**config.mk**
```make
export PLATFORM = sky130hd
export DESIGN_NAME = uart_debug_rx_flat
export DESIGN_NICKNAME = d
export VERILOG_FILES = /design/src/rtl/greenflow_dbg_pkg.sv /design/src/rtl/uart_debug_rx_if.sv /design/src/rtl/uart_rx_core.sv /design/src/rtl/uart_debug_rx.sv /design/src/flat_wrapper.sv
export SDC_FILE = /design/constraint.sdc
export NUM_CORES = 1
export LEC_CHECK = 0
export ABC_AREA = 1
export BUFFER_PORTS_ARGS = -buffer_cell sky130_fd_sc_hd__buf_2
export CELL_PAD_IN_SITES_DETAIL_PLACEMENT = 1
export CELL_PAD_IN_SITES_GLOBAL_PLACEMENT = 1
export CORE_MARGIN = 2
export CORE_UTILIZATION = 48
export DETAILED_ROUTE_END_ITERATION = 10
export PLACE_DENSITY_LB_ADDON = 0.1
export REMOVE_ABC_BUFFERS = 1
export SLEW_MARGIN = 25
export SYNTH_ARGS = -nofsm -noshare
export SYNTH_HDL_FRONTEND = slang
export SYNTH_SLANG_ARGS = --single-unit
export TNS_END_PERCENT = 100
```
**constraint.sdc**
```tcl
create_clock -name clk -period 4.3 [get_ports clk]
set_clock_uncertainty 0.2 [all_clocks]
set_input_delay 1.075 -clock clk [delete_from_list [all_inputs] [get_ports clk]]
set_output_delay 1.075 -clock clk [all_outputs]
set_load 0.02 [all_outputs]
```
**src/rtl/greenflow_dbg_pkg.sv**
```systemverilog
`default_nettype none
// ============================================================================
//  Package     : greenflow_dbg_pkg
//  Description : Shared constants and state encodings for the GreenFlow debug
//                UART receiver and its command parser.
//  Revision    : 1.0 - initial release
// ============================================================================
package greenflow_dbg_pkg;

    // Status codes reported by the debug transmitter
    localparam logic [1:0] ST_NORMAL  = 2'b00;
    localparam logic [1:0] ST_CLAMP   = 2'b01;
    localparam logic [1:0] ST_THERMAL = 2'b10;
    localparam logic [1:0] ST_FAULT   = 2'b11;

    // Command frame characters
    localparam logic [7:0] CH_HDR = 8'h21; // '!'
    localparam logic [7:0] CH_N   = 8'h4E;
    localparam logic [7:0] CH_C   = 8'h43;
    localparam logic [7:0] CH_T   = 8'h54;
    localparam logic [7:0] CH_F   = 8'h46;
    localparam logic [7:0] CH_R   = 8'h52;

    typedef enum logic [2:0] {
        RX_IDLE    = 3'd0,
        RX_START   = 3'd1,
        RX_DATA    = 3'd2,
        RX_STOP    = 3'd3,
        RX_RECOVER = 3'd4
    } rx_state_e;

    typedef enum logic [0:0] {
        P_IDLE = 1'b0,
        P_HDR  = 1'b1
    } p_state_e;

    // Map a command byte to {hit, status code}; hit=0 for non-force bytes.
    function automatic logic [2:0] decode_force_cmd(input logic [7:0] ch);
        logic [2:0] res;
        res = {1'b0, ST_NORMAL};
        case (ch)
            CH_N:    res = {1'b1, ST_NORMAL};
            CH_C:    res = {1'b1, ST_CLAMP};
            CH_T:    res = {1'b1, ST_THERMAL};
            CH_F:    res = {1'b1, ST_FAULT};
            default: res = {1'b0, ST_NORMAL};
        endcase
        return res;
    endfunction

endpackage
`default_nettype wire

```
**src/rtl/uart_debug_rx_if.sv**
```systemverilog
`default_nettype none
// ============================================================================
//  Interface   : uart_debug_rx_if
//  Description : Serial input plus decoded byte/command outputs of the debug
//                UART receiver. slave = receiver, master = host/observer side.
//  Revision    : 1.0 - initial release
// ============================================================================
interface uart_debug_rx_if;
    logic       rx;
    logic [7:0] rx_data;
    logic       rx_valid;
    logic       frame_err;
    logic       force_en;
    logic [1:0] force_code;
    logic       cmd_ack;
    logic       cmd_err;

    modport master (
        output rx,
        input  rx_data, rx_valid, frame_err, force_en, force_code, cmd_ack, cmd_err
    );

    modport slave (
        input  rx,
        output rx_data, rx_valid, frame_err, force_en, force_code, cmd_ack, cmd_err
    );
endinterface
`default_nettype wire

```
**src/rtl/uart_rx_core.sv**
```systemverilog
`default_nettype none
// ============================================================================
//  Module      : uart_rx_core
//  Description : 2-FF synchronizer plus 8N1 receive state machine. Samples
//                every bit at its centre; a low stop bit raises frame_err and
//                the line must return high before a new start is accepted.
//  Revision    : 1.0 - initial release
// ============================================================================
module uart_rx_core
    import greenflow_dbg_pkg::*;
#(
    parameter int CLKS_PER_BIT = 16
) (
    input  wire logic       clk,
    input  wire logic       rst_n,
    input  wire logic       rx_i,
    output logic [7:0]      rx_data_o,
    output logic            rx_valid_o,
    output logic            frame_err_o
);

    localparam int CW = $clog2(CLKS_PER_BIT);
    localparam logic [CW-1:0] c_HALF_M1 = CW'(CLKS_PER_BIT/2 - 1);
    localparam logic [CW-1:0] c_FULL_M1 = CW'(CLKS_PER_BIT - 1);

    localparam logic [2:0] S_IDLE    = RX_IDLE;
    localparam logic [2:0] S_START   = RX_START;
    localparam logic [2:0] S_DATA    = RX_DATA;
    localparam logic [2:0] S_STOP    = RX_STOP;
    localparam logic [2:0] S_RECOVER = RX_RECOVER;

    logic          rx_meta_q, rx_s_q;
    logic [2:0]    state_q, state_d;
    logic [CW-1:0] cnt_q, cnt_d;
    logic [2:0]    idx_q, idx_d;
    logic [7:0]    shift_q, shift_d;
    logic [7:0]    data_q, data_d;
    logic          valid_q, valid_d;
    logic          ferr_q, ferr_d;

    // Bring the asynchronous line into the clock domain; idle level is high
    always_ff @(posedge clk or negedge rst_n) begin
        if (!rst_n) begin
            rx_meta_q <= 1'b1;
            rx_s_q    <= 1'b1;
        end else begin
            rx_meta_q <= rx_i;
            rx_s_q    <= rx_meta_q;
        end
    end

    // Next-state logic: half-bit start qualification, then full-bit sampling
    always_comb begin
        state_d = state_q;
        cnt_d   = cnt_q + 1'b1;
        idx_d   = idx_q;
        shift_d = shift_q;
        data_d  = data_q;
        valid_d = 1'b0;
        ferr_d  = 1'b0;
        case (state_q)
            S_IDLE: begin
                cnt_d = '0;
                if (!rx_s_q) state_d = S_START;
            end
            S_START: begin
                if (cnt_q == c_HALF_M1) begin
                    cnt_d   = '0;
                    idx_d   = '0;
                    state_d = rx_s_q ? S_IDLE : S_DATA;
                end
            end
            S_DATA: begin
                if (cnt_q == c_FULL_M1) begin
                    cnt_d   = '0;
                    shift_d = {rx_s_q, shift_q[7:1]};
                    if (idx_q == 3'd7) state_d = S_STOP;
                    else               idx_d   = idx_q + 3'd1;
                end
            end
            S_STOP: begin
                if (cnt_q == c_FULL_M1) begin
                    cnt_d = '0;
                    if (rx_s_q) begin
                        data_d  = shift_q;
                        valid_d = 1'b1;
                        state_d = S_IDLE;
                    end else begin
                        ferr_d  = 1'b1;
                        state_d = S_RECOVER;
                    end
                end
            end
            S_RECOVER: begin
                // A held break stays here so it cannot be mistaken for a start
                cnt_d = '0;
                if (rx_s_q) state_d = S_IDLE;
            end
            default: begin
                cnt_d   = '0;
                state_d = S_IDLE;
            end
        endcase
    end

    // State and output registers
    always_ff @(posedge clk or negedge rst_n) begin
        if (!rst_n) begin
            state_q <= S_IDLE;
            cnt_q   <= '0;
            idx_q   <= '0;
            shift_q <= '0;
            data_q  <= '0;
            valid_q <= 1'b0;
            ferr_q  <= 1'b0;
        end else begin
            state_q <= state_d;
            cnt_q   <= cnt_d;
            idx_q   <= idx_d;
            shift_q <= shift_d;
            data_q  <= data_d;
            valid_q <= valid_d;
            ferr_q  <= ferr_d;
        end
    end

    assign rx_data_o   = data_q;
    assign rx_valid_o  = valid_q;
    assign frame_err_o = ferr_q;

endmodule
`default_nettype wire

```
**src/rtl/uart_debug_rx.sv**
```systemverilog
`default_nettype none
// ============================================================================
//  Module      : uart_debug_rx
//  Description : GreenFlow debug UART receive end. '!' + command byte frames
//                force or release the 2-bit status code; stray bytes, framing
//                errors and stalled frames are rejected.
//  Revision    : 1.0 - initial release
// ============================================================================
module uart_debug_rx
    import greenflow_dbg_pkg::*;
#(
    parameter int CLK_FREQ_HZ  = 50_000_000,
    parameter int BAUD         = 115_200,
    parameter int TIMEOUT_BITS = 20
) (
    input wire logic       clk,
    input wire logic       rst_n,
    uart_debug_rx_if.slave dbg
);

    localparam int CLKS_PER_BIT = CLK_FREQ_HZ / BAUD;
    localparam int TIMEOUT_CLKS = TIMEOUT_BITS * CLKS_PER_BIT;
    localparam int TW           = $clog2(TIMEOUT_CLKS + 1);
    localparam logic [TW-1:0] c_TMO_M1 = TW'(TIMEOUT_CLKS - 1);

    localparam logic [0:0] S_P_IDLE = P_IDLE;
    localparam logic [0:0] S_P_HDR  = P_HDR;

    generate
        if (CLKS_PER_BIT < 4) begin : g_cfg_check
            $error("uart_debug_rx: CLK_FREQ_HZ/BAUD must be at least 4");
        end
    endgenerate

    logic [7:0] w_rx_data;
    logic       w_rx_valid;
    logic       w_frame_err;
    logic [2:0] w_cmd;

    uart_rx_core #(
        .CLKS_PER_BIT (CLKS_PER_BIT)
    ) u_core (
        .clk         (clk),
        .rst_n       (rst_n),
        .rx_i        (dbg.rx),
        .rx_data_o   (w_rx_data),
        .rx_valid_o  (w_rx_valid),
        .frame_err_o (w_frame_err)
    );

    logic [0:0]    p_state_q, p_state_d;
    logic [TW-1:0] tcnt_q, tcnt_d;
    logic          en_q, en_d;
    logic [1:0]    code_q, code_d;
    logic          ack_q, ack_d;
    logic          err_q, err_d;

    assign w_cmd = decode_force_cmd(w_rx_data);

    // Parser next state: a received byte always wins over a same-cycle timeout
    always_comb begin
        p_state_d = p_state_q;
        tcnt_d    = '0;
        en_d      = en_q;
        code_d    = code_q;
        ack_d     = 1'b0;
        err_d     = 1'b0;
        case (p_state_q)
            S_P_IDLE: begin
                if (w_rx_valid && w_rx_data == CH_HDR) p_state_d = S_P_HDR;
            end
            S_P_HDR: begin
                if (w_rx_valid) begin
                    p_state_d = S_P_IDLE;
                    if (w_cmd[2]) begin
                        en_d   = 1'b1;
                        code_d = w_cmd[1:0];
                        ack_d  = 1'b1;
                    end else if (w_rx_data == CH_R) begin
                        en_d   = 1'b0;
                        code_d = ST_NORMAL;
                        ack_d  = 1'b1;
                    end else if (w_rx_data == CH_HDR) begin
                        p_state_d = S_P_HDR;
                    end else begin
                        err_d = 1'b1;
                    end
                end else if (w_frame_err || tcnt_q == c_TMO_M1) begin
                    err_d     = 1'b1;
                    p_state_d = S_P_IDLE;
                end else begin
                    tcnt_d = tcnt_q + 1'b1;
                end
            end
            default: p_state_d = S_P_IDLE;
        endcase
    end

    // Parser registers; force state is only ever written alongside cmd_ack
    always_ff @(posedge clk or negedge rst_n) begin
        if (!rst_n) begin
            p_state_q <= S_P_IDLE;
            tcnt_q    <= '0;
            en_q      <= 1'b0;
            code_q    <= ST_NORMAL;
            ack_q     <= 1'b0;
            err_q     <= 1'b0;
        end else begin
            p_state_q <= p_state_d;
            tcnt_q    <= tcnt_d;
            en_q      <= en_d;
            code_q    <= code_d;
            ack_q     <= ack_d;
            err_q     <= err_d;
        end
    end

    assign dbg.rx_data    = w_rx_data;
    assign dbg.rx_valid   = w_rx_valid;
    assign dbg.frame_err  = w_frame_err;
    assign dbg.force_en   = en_q;
    assign dbg.force_code = code_q;
    assign dbg.cmd_ack    = ack_q;
    assign dbg.cmd_err    = err_q;

endmodule
`default_nettype wire

```
**src/flat_wrapper.sv**
```systemverilog
// flat-port wrapper written by rule: the top's interface ports become plain ports
module uart_debug_rx_flat import greenflow_dbg_pkg::*;
#(
    parameter int CLK_FREQ_HZ  = 50_000_000,
    parameter int BAUD         = 115_200,
    parameter int TIMEOUT_BITS = 20
)
  (clk, rst_n, dbg_rx, dbg_rx_data, dbg_rx_valid, dbg_frame_err, dbg_force_en, dbg_force_code, dbg_cmd_ack, dbg_cmd_err);
  uart_debug_rx_if dbg_i ();
  input wire logic clk;
  input wire logic rst_n;
  input wire logic [$bits(dbg_i.rx)-1:0] dbg_rx;
  output wire logic [$bits(dbg_i.rx_data)-1:0] dbg_rx_data;
  output wire logic [$bits(dbg_i.rx_valid)-1:0] dbg_rx_valid;
  output wire logic [$bits(dbg_i.frame_err)-1:0] dbg_frame_err;
  output wire logic [$bits(dbg_i.force_en)-1:0] dbg_force_en;
  output wire logic [$bits(dbg_i.force_code)-1:0] dbg_force_code;
  output wire logic [$bits(dbg_i.cmd_ack)-1:0] dbg_cmd_ack;
  output wire logic [$bits(dbg_i.cmd_err)-1:0] dbg_cmd_err;
  assign dbg_i.rx = dbg_rx;
  assign dbg_rx_data = dbg_i.rx_data;
  assign dbg_rx_valid = dbg_i.rx_valid;
  assign dbg_frame_err = dbg_i.frame_err;
  assign dbg_force_en = dbg_i.force_en;
  assign dbg_force_code = dbg_i.force_code;
  assign dbg_cmd_ack = dbg_i.cmd_ack;
  assign dbg_cmd_err = dbg_i.cmd_err;
  uart_debug_rx #(.CLK_FREQ_HZ(CLK_FREQ_HZ), .BAUD(BAUD), .TIMEOUT_BITS(TIMEOUT_BITS)) u_core (.clk(clk), .rst_n(rst_n), .dbg(dbg_i));
endmodule
```
# Word-level counts from Yosys, hierarchy flattened
# Index checks and enable logic that the tools add are counted.
[totals]
inputBits = 3
output_inout_bits = 15
reg_bits = 55
ram_bits = 0
latchBits = 0
mem_count = 0
elab_cells = 98
romBits = 0
[op_classes]
n_shift = 0
bitwise_logic = 1
n_mux = 47
add_sub_neg = 3
mul = 0
n_lt_le_gt_ge = 0
eq_ne = 21
div = 0
n_reduce_logical = 11
[ops]
columns = ["operator", "n"]
rows = [
  ["14-bit 2-to-1 mux", 3],
  ["8-bit by 7-bit equality test with 1-bit output (second input constant)", 5],
  ["3-bit 2-to-1 mux", 10],
  ["1-bit 2-to-1 mux", 24],
  ["9-bit 2-to-1 mux", 2],
  ["9-bit case mux with 2 select lines", 1],
  ["3-bit case mux with 5 select lines", 1],
  ["14-bit by 1-bit adder with 14-bit output (second input constant)", 1],
  ["14-bit equality test (second input constant)", 1],
  ["2-bit inequality test (second input constant)", 7],
  ["3-bit case mux with 4 select lines", 1],
  ["9-bit by 1-bit adder with 9-bit output (second input constant)", 1],
  ["9-bit by 8-bit equality test with 1-bit output (second input constant)", 1],
  ["9-bit equality test (second input constant)", 1],
  ["8-bit by 6-bit equality test with 1-bit output (second input constant)", 1],
  ["3-bit by 2-bit equality test with 1-bit output (second input constant)", 2],
  ["3-bit equality test (second input constant)", 2],
  ["2-bit 2-to-1 mux", 3],
  ["3-bit case mux with 2 select lines", 1],
  ["3-bit AND reduction", 2],
  ["6-bit AND reduction", 1],
  ["4-bit AND reduction", 1],
  ["2-bit nonzero test", 2],
  ["3-bit by 1-bit adder with 3-bit output (second input constant)", 1],
  ["other kinds (8)", 8],
]

# Longest topological paths before layout
[depth]
word_depth = 6
depth_mapped = 9
mapped_depth_nobuf = 9

# Hierarchy
# A second synthesis with hierarchy kept.
[unflattened]
hier_cells = 346
hier_area_um2 = 2820.2
[by_module_without_submodules]
columns = ["module", "instances", "area_per_inst_um2", "seq_area_each_um2", "cells_per_inst"]
rows = [
  ["uart_rx_core", 1, 1692.9, 878.3, 200],
  ["uart_debug_rx", 1, 1127.3, 500.5, 146],
]

# Worst setup path before layout
# OpenSTA, ideal clock, no wires.
[synth_timing]
path_type = "register to output"
startpoint = "register u_core.u_core.valid_q (netlist: u_core.u_core.rx_valid_o)"
endpoint = "output port dbg_rx_valid"
path_stages_with_launch = 1
path_slack_ns = 2.515
n_path_buf = 0
arrival_ns = 0.510
required_ns = 3.025
cell_sequence = "dfrtp_1"
[synth_lines]
columns = ["item", "line", "text"]
rows = [
  ["start: declaration", "uart_rx_core.sv:38", "logic valid_q, valid_d;"],
  ["start signal: assignment", "uart_rx_core.sv:122", "valid_q <= valid_d;"],
  ["end: declaration", "flat_wrapper.sv:14", "output wire logic [$bits(dbg_i.rx_valid)-1:0] dbg_rx_valid;"],
]
# No word-level cell between the ends.

# Worst setup path after layout
[layout_timing]
startpoint = "register u_core.u_core.valid_q (netlist: u_core.u_core.rx_valid_o)"
endpoint = "output port dbg_rx_valid"
# No word-level cell between the ends.

==> flow_summary.yaml <==
status:
  outcome: "completed"
yosys:
  synth.most_common_cell: "sky130_fd_sc_hd__nand2_1"
  synth.ff_latch_count: 55
  share_of_synthesized_cell_area_in_and_or_nand_and_nor_gates_pct: 29.8
  synth_edf_count: 0
  yosys.area.top_type: "sky130_fd_sc_hd__dfrtp_1"
  combinational_family_with_the_most_area_after_synthesis: "simple AND/OR/NAND/NOR gates"
  yosysTopAreaCellShare_pct: 47.6
  synthesis.area_mm2: 0.00278
  ys_async_sr_fraction_pct: 100
  synth.mux.area_fraction_pct: 0
  syn_area_per_cell_um2: 8.24
  synth_seq_area_share_pct: 49.5
  syn-instance-count: 338
  dominantRegCellSynth: "sky130_fd_sc_hd__dfrtp_1"
  post_synth_fa_ha_maj_area_fraction_pct: 2.70
  synth.area.top_cells: "sky130_fd_sc_hd__dfrtp_1 48%, sky130_fd_sc_hd__nand2_1 9.4%, sky130_fd_sc_hd__nor2_1 6.9%"
  synth_xor_xnor_area_share_pct: 1.89
  synth.top_cells.by_count: "70 x sky130_fd_sc_hd__nand2_1, 53 x sky130_fd_sc_hd__dfrtp_1, 51 x sky130_fd_sc_hd__nor2_1"
  number_of_warnings_reported_in_the_yosys_synthesis_log: 0
  synth.lib_cells_used.distinct: 28
  share_of_the_synthesized_area_in_compound_gates_ao_oa_aoi_oai_pct: 7.87
clocking:
  tritoncts.num_buffers: 5
  tritoncts: "done"
  clock_latency_late_sink_ns: 0.31
  htree_levels: 2
  postCtsSetupBuffers: 0
  cts_num_sinks: 55
  cts_resized: 0
  cts.clk_slew.worst_paths_ns: 0.11
  cts_buffer_depth: 2
  clk_root_buffer_cell: "sky130_fd_sc_hd__clkbuf_8"
  postCtsHoldBufs: 0
sta:
  max_slew.worst_pin.slew_ns: 0.717
  setup_viol: 0
  final_max_slew_viol_count: 0
  final.period_utilization_pct: 52.9
  maxClockFrequency_mhz: 440
  max_slew_headroom_at_the_worst_pin_pct: 52.2
  setup-tns-final_ns: 0
  report.final.hold_viol_count: 0
  period_needed_ns: 2.28
  grt_setup_unrepaired: "no"
power_and_ir_drop:
  fin_total_pwr_w: 0.000836
  worst_vdd_rail_ir_drop_mv: 0.154
  cellLeakagePower_nw: 1.45
  power_density_mw_per_mm2: 276
critical_path:
  crit_path_class: "reg -> out"
  cp_max_fo: 8
  worst-endpoint-required_ns: 3.02
  timing.reg2reg.worst_path_depth: 7
  cp.buffers_inverters: 1
  worst-path-stages: 1
  critical_path.top_delay_family: "flip-flops"
  critPathCapture: "dbg_rx_valid"
  crit_arrival_ns: 1.00
  slowest_library_cell_on_the_worst_path: "sky130_fd_sc_hd__dfrtp_1"
  rr_endpoint: "u_core.u_core.shift_q[2]"
  regToRegStartpoint: "u_core.u_core.cnt_q[1]"
  worst_setup_path_start_kind: "flip-flop"
  max_stage_delay_ns: 0.48
  timing.critical_path.from: "u_core.u_core.rx_valid_o"
  worstSetupEndpointType: "output port"
  reg2reg_setup_slack_ns: 2.32
  cp_cell_sequence: "buf_2"
die:
  initial_utilization_pct: 50.2
  ios: 18
  chipHeight_um: 80.2
  coreArea_mm2: 0.00554
  die_w_um: 80.2
  dieArea_mm2: 0.00642
  standard_cell_rows: 27
final_layout:
  final-instance-count-excl-fill: 432
  multi_input_comb_area_mm2: 0.00118
  finish.utilization_pct: 54.6
  area_growth_syn_to_layout_pct: 8.67
  drive_above_1_share_pct: 15.6
  n_antenna_cell: 0
  nFillCells: 708
  nets: 368
  seqCellArea_mm2: 0.00138
route:
  via_count: 2158
  route.detailed.drc: 0
  finalWirelength_um: 5910
  detail_route.first_pass.iterations: 4
  initialDrtViolationCount: 64
  wl_per_cell_um: 13.7
  postRouteAntennaNets: 0
  avgViaCountPerCell: 5.00
global_route:
  grt.overflow.total: 0
  groute.usage.overall_pct: 20.7
  largest_net_degree_at_the_start_of_global_routing: 34
  grt_pass1_vias: 2291
  grt_first_pass_wirelength_um: 10500
  grt_antenna_before_repair: 0
flow_run:
  cap_violations: 0
place:
  post-dp-hpwl_um: 4470
  gp_routability_congestion: 0.873
  numPlacedInstances: 424
  portBuffers: 17
hold_path:
  min-delay-path-class: "reg -> reg"
## cells by family (layout without fill, tap and decap cells)
group                    after synthesis  in the layout
AND/OR/NAND/NOR                      185            185
XOR/XNOR                               6              6
adder cells (fa/ha/maj)                6              6
flip-flops                            55             55
buffers and inverters                 55             77
AO/OA/AOI/OAI                         31             31
## worst min path at each step
stage	from	end	slack, ns	depth (start not counted)
finish	u_core.u_core.rx_meta_q	u_core.u_core.rx_s_q	0.17	0
global route	u_core.u_core.rx_meta_q	u_core.u_core.rx_s_q	0.17	0
floorplan	u_core.u_core.rx_meta_q	u_core.u_core.rx_s_q	0.15	0
global placement	u_core.u_core.rx_meta_q	u_core.u_core.rx_s_q	0.15	0
CTS	u_core.u_core.rx_meta_q	u_core.u_core.rx_s_q	0.17	0
detailed placement	u_core.u_core.rx_meta_q	u_core.u_core.rx_s_q	0.15	0
## per-layer routing
layer	part of all wire (%)	vias to the layer above	track usage [%]	routed length, µm
met5	0	-	0	0
li1	-	1106	-	-
met4	0.59	0	4.92	35
met3	1.7	4	3.15	103
met2	50	16	36.3	2950
met1	48	1032	27.1	2820
## worst register-to-register path, cell delays in order, from the launching register on
cell                      delay, ns
sky130_fd_sc_hd__dfrtp_1       0.43
sky130_fd_sc_hd__inv_1         0.10
sky130_fd_sc_hd__ha_1          0.22
sky130_fd_sc_hd__nand3_2       0.12
sky130_fd_sc_hd__nor4_4        0.24
sky130_fd_sc_hd__nand2_2       0.32
sky130_fd_sc_hd__nand2_1       0.18
sky130_fd_sc_hd__o21ai_2       0.07
## area by class of cell
| class | instances | share of cell area, % |
|---|---|---|
| Sequential cell | 55 | 45.6 |
| Clock inverter | 3 | 0.910 |
| Inverter | 51 | 6.33 |
| Timing Repair Buffer | 18 | 3.06 |
| Multi-Input combinational cell | 228 | 38.9 |
| Clock buffer | 5 | 2.27 |
| Tap cell | 72 | 2.98 |
## power breakdown
group	leakage, nW	internal (W)	switching [W]
clock	0.0467	0.000121	0.000184
sequential	0.747	0.000519	0.000000579
combinational	0.658	0.00000154	0.0000107
## state kept, by name, indices dropped and copies added (netlist names)
register,cells
u_core.dbg.force_en,1
u_core.dbg.cmd_err,1
u_core.p_state_q,1
u_core.u_core.rx_meta_q,1
u_core.u_core.rx_data_o,8
u_core.u_core.rx_s_q,1
u_core.dbg.cmd_ack,1
u_core.dbg.force_code,2
u_core.u_core.rx_valid_o,1
u_core.u_core.state_q,3
u_core.u_core.cnt_q,9
u_core.u_core.frame_err_o,1
u_core.tcnt_q,14
u_core.u_core.idx_q,3
u_core.u_core.shift_q,8
## per-stage QoR
step,hold WS (ns),setup slack [ns],instance area [µm²]
floorplan,0.145,2.51,2750
global placement,0.146,2.06,2930
detailed placement,0.148,2.05,2930
CTS,0.168,2.02,3030
global route,0.172,1.95,3030
finish,0.167,2.02,3030
## layout by cell type (no fill, tap or decap), types with 2 or more instances in the layout
cell | synthesis | layout
sky130_fd_sc_hd__o21ai_2 | 15 | 15
sky130_fd_sc_hd__nand3b_1 | 3 | 3
sky130_fd_sc_hd__nor3b_1 | 2 | 2
sky130_fd_sc_hd__nand2_1 | 70 | 70
sky130_fd_sc_hd__nor2_1 | 51 | 51
sky130_fd_sc_hd__o21ai_0 | 8 | 8
sky130_fd_sc_hd__nand2_2 | 6 | 6
sky130_fd_sc_hd__clkbuf_8 | 0 | 5
sky130_fd_sc_hd__a21oi_1 | 5 | 5
sky130_fd_sc_hd__ha_1 | 6 | 6
sky130_fd_sc_hd__xor2_1 | 5 | 5
sky130_fd_sc_hd__nor3_1 | 15 | 15
sky130_fd_sc_hd__inv_1 | 50 | 50
sky130_fd_sc_hd__dfstp_2 | 2 | 2
sky130_fd_sc_hd__nand3_1 | 29 | 29
sky130_fd_sc_hd__nand4_1 | 4 | 4
sky130_fd_sc_hd__buf_2 | 0 | 17
sky130_fd_sc_hd__dfrtp_1 | 53 | 53
Note: power is estimated with default switching activity, not from simulation.
